File: config.mk
export PLATFORM = sky130hd
export DESIGN_NAME = annul_sequencer
export DESIGN_NICKNAME = d
export VERILOG_FILES = /design/src/rtl/annul_sequencer.sv
export SDC_FILE = /design/constraint.sdc
export NUM_CORES = 1
export LEC_CHECK = 0
export ABC_AREA = 1
export CAP_MARGIN = 40
export CORE_AREA = 2 2 57 59
export DETAILED_ROUTE_END_ITERATION = 8
export DIE_AREA = 0 0 59 61
export GPL_ROUTABILITY_DRIVEN = 0
export GPL_TIMING_DRIVEN = 0
export PLACE_DENSITY_LB_ADDON = 0.3
export SYNTH_ARGS = -nofsm -noshare
export SYNTH_HDL_FRONTEND = slang
export SYNTH_SLANG_ARGS = --single-unit
File: constraint.sdc
create_clock -name clock -period 6.65 [get_ports clock]
set_input_delay 1.33 -clock clock [delete_from_list [all_inputs] [get_ports clock]]
set_output_delay 1.33 -clock clock [all_outputs]
set_load 0.005 [all_outputs]
File: src/rtl/annul_sequencer.sv
// Per-thread annulment scheduler: tracks the round-robin issue slot and gates
// the next N issue slots of any thread that raised a flush.
module annul_sequencer #(
    parameter int unsigned THREAD_COUNT       = 8,
    parameter int unsigned THREAD_COUNT_WIDTH = 3,
    parameter int unsigned DEPTH_WIDTH        = 3
) (
    input  logic                          clock,
    input  logic                          reset,
    input  logic                          flush,
    input  logic [DEPTH_WIDTH-1:0]        flush_depth,
    output logic [THREAD_COUNT_WIDTH-1:0] thread_id,
    output logic                          annul,
    output logic                          annul_pending
);

    localparam logic [THREAD_COUNT_WIDTH-1:0] LAST_THREAD = THREAD_COUNT_WIDTH'(THREAD_COUNT - 1);

    logic [THREAD_COUNT_WIDTH-1:0] thread_q, thread_d;
    logic [DEPTH_WIDTH-1:0]        pending_q [THREAD_COUNT];
    logic [DEPTH_WIDTH-1:0]        pending_d [THREAD_COUNT];
    logic [DEPTH_WIDTH-1:0]        cur_pending;
    logic                          any_pending;

    always_comb begin
        thread_d = (thread_q == LAST_THREAD) ? '0 : thread_q + THREAD_COUNT_WIDTH'(1);
    end

    // Only the slot owner's counter moves; an annulled slot cannot reload it.
    always_comb begin
        for (int unsigned t = 0; t < THREAD_COUNT; t++) begin
            pending_d[t] = pending_q[t];
        end
        cur_pending = pending_q[thread_q];
        if (cur_pending != '0) begin
            pending_d[thread_q] = cur_pending - DEPTH_WIDTH'(1);
        end else if (flush) begin
            pending_d[thread_q] = flush_depth;
        end
    end

    always_comb begin
        any_pending = 1'b0;
        for (int unsigned t = 0; t < THREAD_COUNT; t++) begin
            any_pending = any_pending | (pending_q[t] != '0);
        end
    end

    always_ff @(posedge clock) begin
        if (reset) begin
            thread_q <= '0;
            for (int unsigned t = 0; t < THREAD_COUNT; t++) begin
                pending_q[t] <= '0;
            end
        end else begin
            thread_q <= thread_d;
            for (int unsigned t = 0; t < THREAD_COUNT; t++) begin
                pending_q[t] <= pending_d[t];
            end
        end
    end

    assign thread_id     = thread_q;
    assign annul         = (cur_pending != '0);
    assign annul_pending = any_pending;

endmodule

# After elaboration in Yosys (flattened, before gate mapping)
# Memories as Yosys holds them, arrays and structs flattened. A register that Yosys moved wholly into a read port is not among the register bits.
# Cells that the tools add are included.
# word_totals
reg_bits	3
latchBits	0
ramBits	24
romBits	0
inputBits	6
output_inout_bits	5
wordCells	52
n_memories	1
# mem_list
memory	words	word_bits	read_ports	rd_ports_with_merged_regs	write_ports	line	text
pending_q	8	3	9	1	8	20	logic [DEPTH_WIDTH-1:0] pending_q [THREAD_COUNT];
# classes
n_addsub	2
n_mul	0
div	0
magnitude_cmp	2
eq_ne	1
shifts	0
n_mux	18
n_bitwise	16
n_reduce_logical	11
# op_table
cell	n
$bwmux 24	2
$mux 24	2
$mux 3	10
$reduce_bool 3->1	9
$or 1x1->1	15
$demux 3 s3	1
$ge 4x4->1 const B	1
$lt 4x1->1 const B	1
$not 3->4	1
$add 3x1->3 const B	1
$eq 3x3->1 const B	1
$mux 1	3
$sub 3x1->3 const B	1
$reduce_or 2->1	1
$logic_and 1x1->1	1

# Longest topological paths before layout
# Gate-level depths: netlist of run 1.
# depth
ltp_word	9
ltp_mapped	19

# Worst setup path after synthesis of run 1
# Ideal clock, no wire load.
# synth_path
path_type	register -> output
start	reg, netlist name thread_id[0]
end	out annul
arrival_ns	1.625
path_slack_ns	3.695
stages_incl_launch_ff	13
n_path_buf	2
cell_sequence	dfxtp_1 > buf_6 > inv_4 > buf_8 > nor2_1 > nand2_1 > o21ai_0 > nor2_1 > nand3b_1 > inv_1 > ha_1 > ha_1 > inv_1
# synth_rtl
element	line	text
end: declaration	13	output logic annul,

==> flow_summary.toml, run 1 <==
[run_status]
outcome = "complete, no violations"

[synthesis]
yosys_register_bits = 27
synthFlopType = "dfxtp_1"
async_reset_ff_share_pct = 0
syn-num-nets = 224
synthSimpleGateAreaFrac_pct = 28.4
synth-compound-area-share_pct = 15.9
ys_types = 27
yosys.area_share.adder_pct = 3.45
muxShareOfSynthArea_pct = 0
synth_edf_count = 0
synth_sequential_area_ratio_pct = 37.2
synth_area_sq_um = 1450
syn_inst = 214
synth_xor_area_share_pct = 0
synth_top_family_by_area = "simple AND/OR/NAND/NOR gates"
avgSynthCellArea_sq_um = 6.79
ys_warn_count = 0

[cells_and_area]
final_area_sq_um = 1610
final_nets = 238
drive_above_1_share_pct = 7.05
finish.utilization_pct = 54.5
diodes = 0
syn_to_final_growth_pct = 10.9

[sta]
setup_viol = 0
maxSlewViolCount = 0
max_freq_mhz = 251
layout_setup_ws_ns = 2.67
min_period_over_period_pct = 59.9
hold_violations = 0
grt_setup_unrepaired = "false"
tns_ns = 0
fin_skew_ns = 0.0103
tightestPinTransition_ns = 0.618
fin_crit_ns = 3.98
slew_headroom_pct = 58.5

[power]
p_leak_uw = 0.000771
ir_drop_uv = 158
power_density_nw_per_um2 = 248

[die]
fp.dieW_um = 59
dieArea_sq_um = 3600
initial_utilization_pct = 49.2
row_count = 20
io_pins = 11
fp.coreArea_sq_um = 2950
fp.dieH_um = 61

[clocking]
htree_levels = 1
clk-insertion-delay-late_ns = 0.32
cts_tree = "done"
cts_setup_buffers = 0
clock_path_buffers = 2
cts-root-buf = "clkbuf_4"
postCtsHoldBufs = 0
clkTransAtPathRegs_ns = 0.14
numCtsBuffers = 3
clkSinkCount = 27
cts-resized-gates = 0

[detailed_routing]
wl_per_cell_um = 12.2
viasPerCell = 5.12
drtAntennaViolNets = 0
first_pass_iters = 4
drc = 0
vias = 1331
first_iter_violations = 38
wirelength_mm = 3.17

[job]
maxCapViolCount = 0

[worst_setup_path]
cp-startpoint = "thread_id[0]"
critPathKind = "register to primary output"
crit_cells = 13
endpoint = "annul"
timing.rr.start = "thread_id[0]"
max_stage_delay_ns = 0.52
end_kind = "primary output"
cp_slowest_cell = "clkdlybuf4s50_1"
critPathTopFamily = "buffers and inverters"
path_max_fanout = 10
crit_buf_inv = 6
crit_path_cell_trace = "buf_6 -> inv_4 -> buf_8 -> nor2_1 -> nand2_1 -> o21ai_0 -> nor2_1 -> nand3b_1 -> inv_1 -> ha_1 -> ha_1 -> inv_1 -> clkdlybuf4s50_1"
cp-start-kind = "register"
arrival_ns = 2.65
ff2ff_path_depth = 17
cp.required_ns = 5.32
r2r_end = "pending_q[1][2]"
reg2reg_slack_ns = 3.94

[place]
portBuffers = 9
place_area_sq_um = 1580
dp_slack_ns = 3.05
dp_hpwl_mm = 2.35

[global_route]
antenna_found_initial = 0
track_usage_pct = 20.2
grt_overflow = 0
grt_pass1_wl_mm = 5.42
grt_max_degree = 15
grt_pass1_vias = 1156

[worst_hold_path]
hold_path_class = "register to register"
## area by class of cell
cell class,instances,area [sq um]
clock buffer,4,26.3
fill,285,1340
multi-input combinational,135,694
tap,33,41.3
buffer,4,35.0
sequential,27,541
timing repair buffer,9,90.1
inverter,48,183
## worst reg2reg max path: stages (launching register included)
cell,delay [ns]
dfxtp_1,0.40
buf_6,0.16
inv_4,0.04
buf_8,0.13
nor2_1,0.18
nand2_1,0.08
o21ai_0,0.08
nor2_1,0.06
nand3b_1,0.08
inv_1,0.05
ha_1,0.17
ha_1,0.24
inv_1,0.15
nor2_1,0.05
inv_1,0.20
nand3_1,0.25
o21ai_0,0.22
a21oi_1,0.06
## flip-flops by register name (all words and copies together) (netlist names)
name       cells
pending_q     24
thread_id      3
## routing by layer
metal | vias up | track usage [%] | wire length (um)
li1 | 711 | - | -
met1 | 595 | 27.6 | 1610
met5 | - | 0 | 0
met4 | 0 | 2.92 | 17
met2 | 23 | 33.5 | 1440
met3 | 2 | 4.48 | 111
## layout by cell type (no fill, tap or decap), types with 2 or more instances in the layout
cell type        netlist  routed
a21oi_1               18      18
a22oi_1                3       3
clkbuf_1               1       2
clkbuf_4               0       3
clkdlybuf4s50_1        0       9
dfxtp_1               27      27
ha_1                   4       4
inv_1                 46      46
nand2_1               30      30
nand2_2                3       3
nand3_1               15      15
nand3_2                2       2
nand4_1                5       5
nor2_1                24      24
nor4_1                 2       2
o21ai_0               18      18
o21ai_1                2       2
o22ai_1                3       3
## cell usage after synthesis, types with 3 or more instances
cell / instances / area, sq um
inv_1: 46 / 173
nand4_1: 5 / 31.3
a21oi_1: 18 / 90.1
nand3_1: 15 / 75.1
a22oi_1: 3 / 22.5
nand2_2: 3 / 18.8
ha_1: 4 / 50.1
dfxtp_1: 27 / 541
nor2_1: 24 / 90.1
o22ai_1: 3 / 18.8
o21ai_0: 18 / 90.1
nand2_1: 30 / 113
## power breakdown
part / leakage, uW / internal [uW] / switching (uW)
logic: 0.000536 / 52.5 / 95.8
clock network: 0.0000150 / 23.5 / 46.2
registers: 0.000220 / 175 / 6.38
## cells by family after synthesis
family	count (synthesis)
and+or+nand+nor	87
buffers and inverters	52
AOI/OAI and AO/OA	44
DFF	27
adders and majority gates	4
## worst min path at each step
stage / end / cells past startpoint / from
3_3_place_gp: pending_q[3][2] / 2 / pending_q[3][2]
6_report: pending_q[3][2] / 2 / pending_q[3][2]
5_1_grt: pending_q[3][2] / 2 / pending_q[3][2]
4_1_cts: pending_q[3][2] / 2 / pending_q[3][2]
3_5_place_dp: pending_q[3][2] / 2 / pending_q[3][2]
2_1_floorplan: pending_q[3][2] / 2 / pending_q[3][2]
## stage by stage
stage	total power, uW	hold slack (ns)	instances
global route	432	0.502	260
detailed placement	334	0.465	256
finish	400	0.486	260
CTS	406	0.485	260
global placement	334	0.461	256
floorplan	284	0.443	214
(Power assumes the default switching activity.)
==> run 2: changes to the inputs <==
==> constraint.sdc (replaced) <==
create_clock -name clock -period 4.05 [get_ports clock]
set_input_delay 0.81 -clock clock [delete_from_list [all_inputs] [get_ports clock]]
set_output_delay 0.81 -clock clock [all_outputs]
set_load 0.005 [all_outputs]
==> results of run 2 <==
Same layout as run 1 (identical final DEF). Status: complete, no violations.
Main changes from that run: setup slack after placement 3.05 ns -> 0.967 ns; setup slack after layout 2.67 ns -> 0.588 ns; register-to-register setup slack 3.94 ns -> 1.34 ns; total power 400 uW -> 657 uW; worst IR drop on VDD 158 uV -> 259 uV
